--- config.mk ---
export PLATFORM = sky130hd
export DESIGN_NAME = vta_host_regfile_flat
export DESIGN_NICKNAME = d
export VERILOG_FILES = /design/src/rtl/vta_host_pkg.sv /design/src/rtl/vta_host_regfile_if.sv /design/src/rtl/vta_event_counter.sv /design/src/rtl/vta_host_regfile.sv /design/src/flat_wrapper.sv
export SDC_FILE = /design/constraint.sdc
export NUM_CORES = 1
export LEC_CHECK = 0
export ABC_AREA = 1
export CORE_MARGIN = 10
export CORE_UTILIZATION = 52
export DETAILED_ROUTE_END_ITERATION = 8
export PLACE_DENSITY_LB_ADDON = 0.2
export SLEW_MARGIN = 20
export SYNTH_ARGS = -nofsm -noshare
export SYNTH_HDL_FRONTEND = slang
export SYNTH_SLANG_ARGS = --single-unit
--- constraint.sdc ---
create_clock -name clock -period 11.74 [get_ports clock]
set_input_delay 1.174 -clock clock [delete_from_list [all_inputs] [get_ports clock]]
set_output_delay 1.174 -clock clock [all_outputs]
set_load 0.005 [all_outputs]
--- src/rtl/vta_host_pkg.sv ---
// Shared types and constants for the VTA host register file: opcodes, FSM states,
// register word indices and CTRL bit positions.
package vta_host_pkg;

    localparam logic OP_RD = 1'b0;
    localparam logic OP_WR = 1'b1;

    typedef enum logic [1:0] {
        ST_IDLE  = 2'd0,
        ST_READ  = 2'd1,
        ST_WRITE = 2'd2,
        ST_DRAIN = 2'd3
    } host_state_e;

    localparam int IDX_CTRL = 0;
    localparam int IDX_ECNT = 1;
    localparam int IDX_VAL0 = 2;

    localparam int CTRL_LAUNCH_BIT = 0;
    localparam int CTRL_FINISH_BIT = 1;

endpackage

--- src/rtl/vta_host_regfile_if.sv ---
// Host request/response bundle between the DPI requester (master) and the
// register file (slave).
interface vta_host_if #(
    parameter int ADDR_BITS = 8,
    parameter int DATA_BITS = 32
);
    // Handshake: the master holds host_req_valid with stable opcode/addr/value until
    // it sees a one-cycle host_req_deq, and may drop valid one cycle after deq.
    // host_resp_valid is a one-cycle pulse carrying host_resp_bits; it has no ready,
    // so the master must always accept it. Only reads produce a response.
    logic                 host_req_valid;
    logic                 host_req_opcode;
    logic [ADDR_BITS-1:0] host_req_addr;
    logic [DATA_BITS-1:0] host_req_value;
    logic                 host_req_deq;
    logic                 host_resp_valid;
    logic [DATA_BITS-1:0] host_resp_bits;

    modport master (
        output host_req_valid, host_req_opcode, host_req_addr, host_req_value,
        input  host_req_deq, host_resp_valid, host_resp_bits
    );

    modport slave (
        input  host_req_valid, host_req_opcode, host_req_addr, host_req_value,
        output host_req_deq, host_resp_valid, host_resp_bits
    );

endinterface

--- src/rtl/vta_event_counter.sv ---
// Saturating up-counter with synchronous clear (priority) and count enable.
module vta_event_counter #(
    parameter int WIDTH = 32
) (
    input  logic             clock,
    input  logic             reset,
    input  logic             en,
    input  logic             clr,
    output logic [WIDTH-1:0] count
);

    always_ff @(posedge clock or posedge reset) begin
        if (reset) begin
            count <= '0;
        end else if (clr) begin
            count <= '0;
        end else if (en && (count != {WIDTH{1'b1}})) begin
            count <= count + 1'b1;
        end
    end

endmodule

--- src/rtl/vta_host_regfile.sv ---
// Accelerator control/status register file answering host register requests:
// CTRL (launch/finish), saturating event counter, scalar values and pointers.
module vta_host_regfile
    import vta_host_pkg::*;
#(
    parameter int ADDR_BITS = 8,
    parameter int DATA_BITS = 32,
    parameter int NUM_VALS  = 1,
    parameter int NUM_PTRS  = 4
) (
    input  logic                          clock,
    input  logic                          reset,
    vta_host_if.slave                     host,
    input  logic                          finish,
    output logic                          launch,
    output logic [NUM_VALS*DATA_BITS-1:0] vals,
    output logic [NUM_PTRS*DATA_BITS-1:0] ptrs,
    output host_state_e                   dbg_state
);

    localparam int IW = ADDR_BITS - 2;

    host_state_e          state;
    logic [IW-1:0]        req_idx;
    logic [IW-1:0]        wr_idx;
    logic [DATA_BITS-1:0] wr_value;
    logic                 deq_q;
    logic                 resp_valid_q;
    logic [DATA_BITS-1:0] resp_bits_q;
    logic [DATA_BITS-1:0] rd_data;
    logic                 ctrl_launch;
    logic                 ctrl_finish;
    logic [DATA_BITS-1:0] ecnt;
    logic                 ecnt_clr;
    logic                 do_write;
    logic [DATA_BITS-1:0] val_r [NUM_VALS];
    logic [DATA_BITS-1:0] ptr_r [NUM_PTRS];
    logic                 unused_addr_lsbs;

    assign req_idx          = host.host_req_addr[ADDR_BITS-1:2];
    assign unused_addr_lsbs = ^host.host_req_addr[1:0];
    assign do_write         = (state == ST_WRITE);

    // Read data is taken from the incoming address so it is sampled on the IDLE->READ edge.
    always_comb begin
        rd_data = '0;
        if (req_idx == IW'(IDX_CTRL)) begin
            rd_data[CTRL_LAUNCH_BIT] = ctrl_launch;
            rd_data[CTRL_FINISH_BIT] = ctrl_finish;
        end
        if (req_idx == IW'(IDX_ECNT)) begin
            rd_data = ecnt;
        end
        for (int i = 0; i < NUM_VALS; i++) begin
            if (req_idx == IW'(IDX_VAL0 + i)) rd_data = val_r[i];
        end
        for (int i = 0; i < NUM_PTRS; i++) begin
            if (req_idx == IW'(IDX_VAL0 + NUM_VALS + i)) rd_data = ptr_r[i];
        end
    end

    always_ff @(posedge clock or posedge reset) begin
        if (reset) begin
            state        <= ST_IDLE;
            wr_idx       <= '0;
            wr_value     <= '0;
            deq_q        <= 1'b0;
            resp_valid_q <= 1'b0;
            resp_bits_q  <= '0;
        end else begin
            deq_q        <= 1'b0;
            resp_valid_q <= 1'b0;
            resp_bits_q  <= '0;
            unique case (state)
                ST_IDLE: begin
                    if (host.host_req_valid) begin
                        wr_idx   <= req_idx;
                        wr_value <= host.host_req_value;
                        deq_q    <= 1'b1;
                        if (host.host_req_opcode == OP_WR) begin
                            state <= ST_WRITE;
                        end else begin
                            state        <= ST_READ;
                            resp_valid_q <= 1'b1;
                            resp_bits_q  <= rd_data;
                        end
                    end
                end
                ST_READ, ST_WRITE: state <= ST_DRAIN;
                ST_DRAIN:          state <= ST_IDLE;
                default:           state <= ST_IDLE;
            endcase
        end
    end

    // A launching CTRL write restarts the event count unless finish overrides it.
    assign ecnt_clr = do_write && (wr_idx == IW'(IDX_CTRL)) && wr_value[CTRL_LAUNCH_BIT]
                      && !ctrl_launch && !finish;

    always_ff @(posedge clock or posedge reset) begin
        if (reset) begin
            ctrl_launch <= 1'b0;
            ctrl_finish <= 1'b0;
            for (int i = 0; i < NUM_VALS; i++) val_r[i] <= '0;
            for (int i = 0; i < NUM_PTRS; i++) ptr_r[i] <= '0;
        end else begin
            if (do_write) begin
                if (wr_idx == IW'(IDX_CTRL)) begin
                    ctrl_launch <= wr_value[CTRL_LAUNCH_BIT];
                    ctrl_finish <= wr_value[CTRL_FINISH_BIT];
                end
                for (int i = 0; i < NUM_VALS; i++) begin
                    if (wr_idx == IW'(IDX_VAL0 + i)) val_r[i] <= wr_value;
                end
                for (int i = 0; i < NUM_PTRS; i++) begin
                    if (wr_idx == IW'(IDX_VAL0 + NUM_VALS + i)) ptr_r[i] <= wr_value;
                end
            end
            if (finish) begin
                ctrl_launch <= 1'b0;
                ctrl_finish <= 1'b1;
            end
        end
    end

    vta_event_counter #(.WIDTH(DATA_BITS)) u_ecnt (
        .clock (clock),
        .reset (reset),
        .en    (ctrl_launch),
        .clr   (ecnt_clr),
        .count (ecnt)
    );

    for (genvar g = 0; g < NUM_VALS; g++) begin : g_vals
        assign vals[g*DATA_BITS +: DATA_BITS] = val_r[g];
    end
    for (genvar g = 0; g < NUM_PTRS; g++) begin : g_ptrs
        assign ptrs[g*DATA_BITS +: DATA_BITS] = ptr_r[g];
    end

    assign launch               = ctrl_launch;
    assign host.host_req_deq    = deq_q;
    assign host.host_resp_valid = resp_valid_q;
    assign host.host_resp_bits  = resp_bits_q;
    assign dbg_state            = state;

endmodule

--- src/flat_wrapper.sv ---
// flat-port wrapper written by rule: the top's interface ports become plain ports
module vta_host_regfile_flat import vta_host_pkg::*;
#(
    parameter int ADDR_BITS = 8,
    parameter int DATA_BITS = 32,
    parameter int NUM_VALS  = 1,
    parameter int NUM_PTRS  = 4
)
  (clock, reset, finish, launch, vals, ptrs, dbg_state, host_host_req_valid, host_host_req_opcode, host_host_req_addr, host_host_req_value, host_host_req_deq, host_host_resp_valid, host_host_resp_bits);
  vta_host_if #(.ADDR_BITS(ADDR_BITS), .DATA_BITS(DATA_BITS)) host_i ();
  input  logic clock;
  input  logic reset;
  input  logic finish;
  output logic launch;
  output logic [NUM_VALS*DATA_BITS-1:0] vals;
  output logic [NUM_PTRS*DATA_BITS-1:0] ptrs;
  output host_state_e dbg_state;
  input wire logic [$bits(host_i.host_req_valid)-1:0] host_host_req_valid;
  input wire logic [$bits(host_i.host_req_opcode)-1:0] host_host_req_opcode;
  input wire logic [$bits(host_i.host_req_addr)-1:0] host_host_req_addr;
  input wire logic [$bits(host_i.host_req_value)-1:0] host_host_req_value;
  output wire logic [$bits(host_i.host_req_deq)-1:0] host_host_req_deq;
  output wire logic [$bits(host_i.host_resp_valid)-1:0] host_host_resp_valid;
  output wire logic [$bits(host_i.host_resp_bits)-1:0] host_host_resp_bits;
  assign host_i.host_req_valid = host_host_req_valid;
  assign host_i.host_req_opcode = host_host_req_opcode;
  assign host_i.host_req_addr = host_host_req_addr;
  assign host_i.host_req_value = host_host_req_value;
  assign host_host_req_deq = host_i.host_req_deq;
  assign host_host_resp_valid = host_i.host_resp_valid;
  assign host_host_resp_bits = host_i.host_resp_bits;
  vta_host_regfile #(.ADDR_BITS(ADDR_BITS), .DATA_BITS(DATA_BITS), .NUM_VALS(NUM_VALS), .NUM_PTRS(NUM_PTRS)) u_core (.clock(clock), .reset(reset), .host(host_i), .finish(finish), .launch(launch), .vals(vals), .ptrs(ptrs), .dbg_state(dbg_state));
endmodule
---- Word-level counts from Yosys, hierarchy flattened ----
Cells that the tools add are included.
word-level totals
  bits in registers ....................... 268
  latch bits .............................. 0
  memory bits (writable) .................. 0
  memories ................................ 0
  memory bits (read-only) ................. 0
operators by class
  eq/ne operators ......................... 16
  multiply operators ...................... 0
  shifts and indexed selects .............. 0
  bitwise logic cells ..................... 0
  reduce and logical (&&, ||, !) cells .... 21
  magnitude comparators ................... 0
  divide/modulo/power cells ............... 0
  $add $sub $neg .......................... 1
  mux-type cells .......................... 26
operator list
  operator               count
  $mux 32                11
  $eq 6x3->1 const B     6
  $add 32x1->32 const B  1
  $ne 32x32->1 const B   1
  $eq 6x2->1 const B     4
  $reduce_and 2->1       7
  $logic_not 6->1        2
  $mux 1                 11
  $eq 6x1->1 const B     1
  $mux 2                 3
  $pmux 2 s3             1
  $reduce_bool 2->1      3
  $logic_and 1x1->1      5
  $eq 2x2->1 const B     2
  $eq 2x1->1 const B     1
  $logic_not 1->1        2
  $logic_not 2->1        1
  $ne 2x2->1 const B     1
  $reduce_or 2->1        1

---- Longest topological paths before layout ----
  word-level depth ........................ 11
  mapped depth ............................ 11
  gate-level depth less buffers ........... 10

---- Modules after synthesis ----
From an unflattened synthesis, not the netlist that was laid out.
second synthesis, totals
  cell total of the unflattened synthesis .. 1482
  area, all modules ....................... 12260.5 um2
by module, submodules not included
  module             seq. area each (um2)  instances  area an instance (um2)  cells each
  vta_host_regfile   5905.7                1          9985.8                  1122
  vta_event_counter  800.8                 1          2274.7                  360

---- Least setup slack after synthesis ----
No wires, ideal clock.
  path type ............................... in2reg
  start point ............................. input port host_host_req_addr[6]
  end point ............................... register u_core.resp_bits_q[22], in the netlist u_core.host.host_resp_bits[22]
  buffers on the path ..................... 1
  cell stages on the path ................. 7
  slack ................................... 9.556 ns
  setup time .............................. 0.121 ns
  arrival time ............................ 2.063 ns
  cells stage by stage .................... nor2_2 nand2_1 nor2_1 inv_2 clkbuf_1 o21ai_0 nor2_1
on the way
  longest elaborated chain between the ends .. 10
ends and longest elaborated chain
  item                    RTL line                source
  start: declaration      flat_wrapper.sv:20      input wire logic [$bits(host_i.host_req_addr)-1:0] host_host_req_addr;
  $eq 6x1->1              vta_host_regfile.sv:51  if (req_idx == IW'(IDX_ECNT)) begin
  $mux 32                 vta_host_regfile.sv:51
  $mux 32                 vta_host_regfile.sv:55  if (req_idx == IW'(IDX_VAL0 + i)) rd_data = val_r[i];
  $mux 32 (3 in series)   vta_host_regfile.sv:58  if (req_idx == IW'(IDX_VAL0 + NUM_VALS + i)) rd_data = ptr_r[i];
  $mux 32 *               vta_host_regfile.sv:58
  $mux 32 *               vta_host_regfile.sv:80  if (host.host_req_opcode == OP_WR) begin
  $mux 32 *               vta_host_regfile.sv:76  if (host.host_req_valid) begin
  $mux 32 *               vta_host_regfile.sv:74  unique case (state)
  end signal: assignment  vta_host_regfile.sv:85  resp_bits_q <= rd_data;
  end: declaration        vta_host_regfile.sv:29  logic [DATA_BITS-1:0] resp_bits_q;
Every way passes the cells marked *; elsewhere a longest branch is shown, timed or not.
A chain may end at the register's enable or synchronous reset.

==> summary.txt <==
Worst hold path
  • Worst hold path class: flop to flop

Timing
  • Slew HR: 25.35%
  • Layout Skew: 14.97 ps
  • Hold Violations, Final: 0
  • Achievable Freq: 0.2949 GHz
  • RSZ-0062 raised after global routing: no
  • Setup_tns: 0 ps
  • Final setup vio count: 0
  • Final Critical Period: 3391 ps
  • Worst Slack Setup Final: 8349 ps
  • Max Slew Vio Count: 0
  • Period utilization: 28.88%
  • Slew at the pin with the worst max-slew slack: 1117 ps

Power
  • Pwr Density: 212.4 mW/mm²
  • Final Total Pwr: 3329 µW
  • Maximum vdd ir drop: 0.0001535 V
  • P_leak: 0.007083 µW

Synth
  • Synth Register Bits: 268
  • Syn avg cell area: 8.144 µm²
  • YS warnings: 0
  • Post-Synthesis Cells: 1475
  • Top cell type's share of synthesized area: 55.83%
  • Synth Cell Area: 0.01201 mm²
  • Post-synth ARST share: 100.0%
  • Synth unique cells: 33
  • Count leader, synth: nand2_1
  • Commonest cells post-synth: 530 x nand2_1, 268 x dfrtp_1, 211 x o21ai_0, 133 x nor2_1, 78 x inv_1
  • Post-synth EDFFs: 0
  • Commonest register cell after synthesis: dfrtp_1
  • Net count after synthesis: 1523
  • Largest area contributor in the netlist: dfrtp_1
  • Largest cells by area after synthesis: dfrtp_1 56%, nand2_1 17%, o21ai_0 8.8%
  • Seq/Total Area, Yosys: 55.83%

Worst setup path
  • Worst EP arrival: 4130 ps
  • CP Class: input pin to asynchronous set/reset pin
  • Critical path startpoint category: input pin
  • Critical Path Sink Type: asynchronous set/reset pin
  • Critical Path RT: 12470 ps
  • Crit Path Max Fanout: 108

Clocking
  • # Post-CTS Setup Buffers: 0
  • CTS tree: done
  • Hold buffers post-CTS: 0
  • Worst skew pair latency: 570 ps
  • CTS Buf Count: 29
  • Clock Path Buffers: 3
  • CTS clock-pin slew for the worst setup and hold paths: 60 ps
  • Root Driver: clkbuf_16
  • Clk sinks: 268
  • PostCTS Resize Cnt: 0
  • H-tree depth: 1

Route
  • 1st-iter DRT viols: 1021
  • Avg WL per Cell: 19.65 µm
  • TritonRoute pass-1 iters: 5
  • Antenna Nets Post-Route: 0
  • Via density: 5.560
  • Vias: 11092
  • Final wirelength: 39200 µm
  • DRC Markers: 0

Place
  • Post-DP Area: 0.01458 mm²
  • Placed insts: 1938
  • Pre-CTS WS: 7408 ps
  • Number of port buffers: 239
  • DP Wirelength: 25400 µm
  • Routability cong.: 0.9189

Run status
  • Status: completed

Global routing
  • Initial antenna violation count: 1
  • First-pass GRT wire length: 61000 µm
  • Vias in the first global route: 10868
  • GRT Residual Overflow: 0
  • Largest net degree at the start of global routing: 109
  • Total GRT Usage: 26.40%

Final layout
  • Nets@finish: 1734
  • Final instance area: 0.01568 mm²
  • Layout cell share with drive strength beyond 1: 6.378%
  • Area growth, synth to finish: 30.50%
  • Finished Layout Cells: 1995

Floorplanning
  • Ports: 242
  • Die Span Y: 172.0 µm
  • Die footprint: 0.02958 mm²
  • Starting Density: 52.90%
  • Core Rows: 55
  • Die width: 172.0 µm
  • CORE AREA: 0.02271 mm²

Run
  • Max_cap viols: 0
-- cells in the final DEF, fill, tap and decap left out, types with 2 or more instances in the layout --
cell type,netlist,final
a21oi_1,2,2
buf_12,0,2
buf_4,0,13
bufinv_16,0,4
clkbuf_16,0,29
clkbuf_8,0,10
clkdlybuf4s50_1,0,239
clkinv_2,0,7
dfrtp_1,268,268
ha_1,3,3
inv_1,78,76
inv_2,4,5
nand2_1,530,527
nand2_2,5,8
nand2_4,2,2
nand3_1,55,54
nand3_2,1,2
nand3b_1,5,5
nand4_1,55,55
nor2_1,133,128
nor2_2,7,8
nor2_4,2,6
o21ai_0,211,211
o21ai_1,16,16
o21bai_1,2,2
o311ai_0,2,2
or2_2,5,5
xnor2_1,3,3
xor2_1,5,5
-- path summary, 6_finish.rpt --
kind / start / end / slack [ps] / cells after the start
min: u_core.wr_idx[4] / u_core.wr_idx[4] / 480 / 2
max in group clock: host_host_req_addr[5] / u_core.host.host_resp_bits[11] / 8760 / 8
min in group asynchronous: reset / u_core.host.host_req_deq / 1140 / 2
max: reset / u_core.ptrs[119] / 8350 / 5
max reg2reg: u_core.dbg_state[0] / u_core.ptrs[78] / 9210 / 8
min reg2reg: u_core.wr_idx[4] / u_core.wr_idx[4] / 480 / 2
-- area by class of cell --
type / instances / area (µm²)
Timing Repair Buffer: 254 / 2530
Clock inverter: 14 / 191.4
Clock buffer: 40 / 867.1
Tap cell: 285 / 356.6
Inverter: 82 / 315.3
Fill cell: 1807 / 7033
Antenna cell: 1 / 2.502
Sequential cell: 268 / 6706
Multi-Input combinational cell: 1051 / 4707
-- metal layers --
| metal | routed length [µm] | track usage (%) |
|---|---|---|
| met2 | 18950 | 43.44 |
| met4 | 1313 | 8.621 |
| met3 | 3577 | 7.729 |
| met5 | 0 | 0 |
| met1 | 15360 | 32.71 |
-- where the power goes --
group	leakage [µW]	internal (µW)	switching [µW]
sequential	0.00360	1190	202
combinational	0.00296	470	475
clock	0.000529	605	386
total	0.00708	2270	1060
-- critical path, cell delays in order --
cell	delay, ps
clkdlybuf4s50_1	490
inv_8	540
buf_4	880
buf_4	610
buf_12	310
-- registers in the layout (all words and copies together) (netlist names) --
register	count
u_core.ctrl_finish	1
u_core.dbg_state	2
u_core.launch	1
u_core.host.host_resp_valid	1
u_core.wr_value	32
u_core.u_ecnt.count	32
u_core.vals	32
u_core.wr_idx	6
u_core.host.host_resp_bits	32
u_core.host.host_req_deq	1
u_core.ptrs	128
-- through the flow --
step	utilization [%]	hold WS [ps]
2_1_floorplan	-	449.5
3_3_place_gp	64.18	465.9
3_5_place_dp	64.18	472.2
4_1_cts	68.84	488.6
5_1_grt	69.02	515.4
6_report	69.03	482.1
-- logic make-up (layout without fill, tap and decap cells) --
| kind of cell | after synthesis | count (layout) | synth area share, % |
|---|---|---|---|
| flip-flops | 268 | 268 | 55.83 |
| AO/OA/AOI/OAI | 237 | 237 | 10.08 |
| other | 0 | 1 | 0 |
| AND/OR/NAND/NOR | 803 | 803 | 27.83 |
| adder cells (fa/ha/maj) | 3 | 3 | 0.3125 |
| buffers and inverters | 156 | 390 | 5.364 |
| XOR/XNOR | 8 | 8 | 0.5833 |
(Power assumes the default switching activity.)
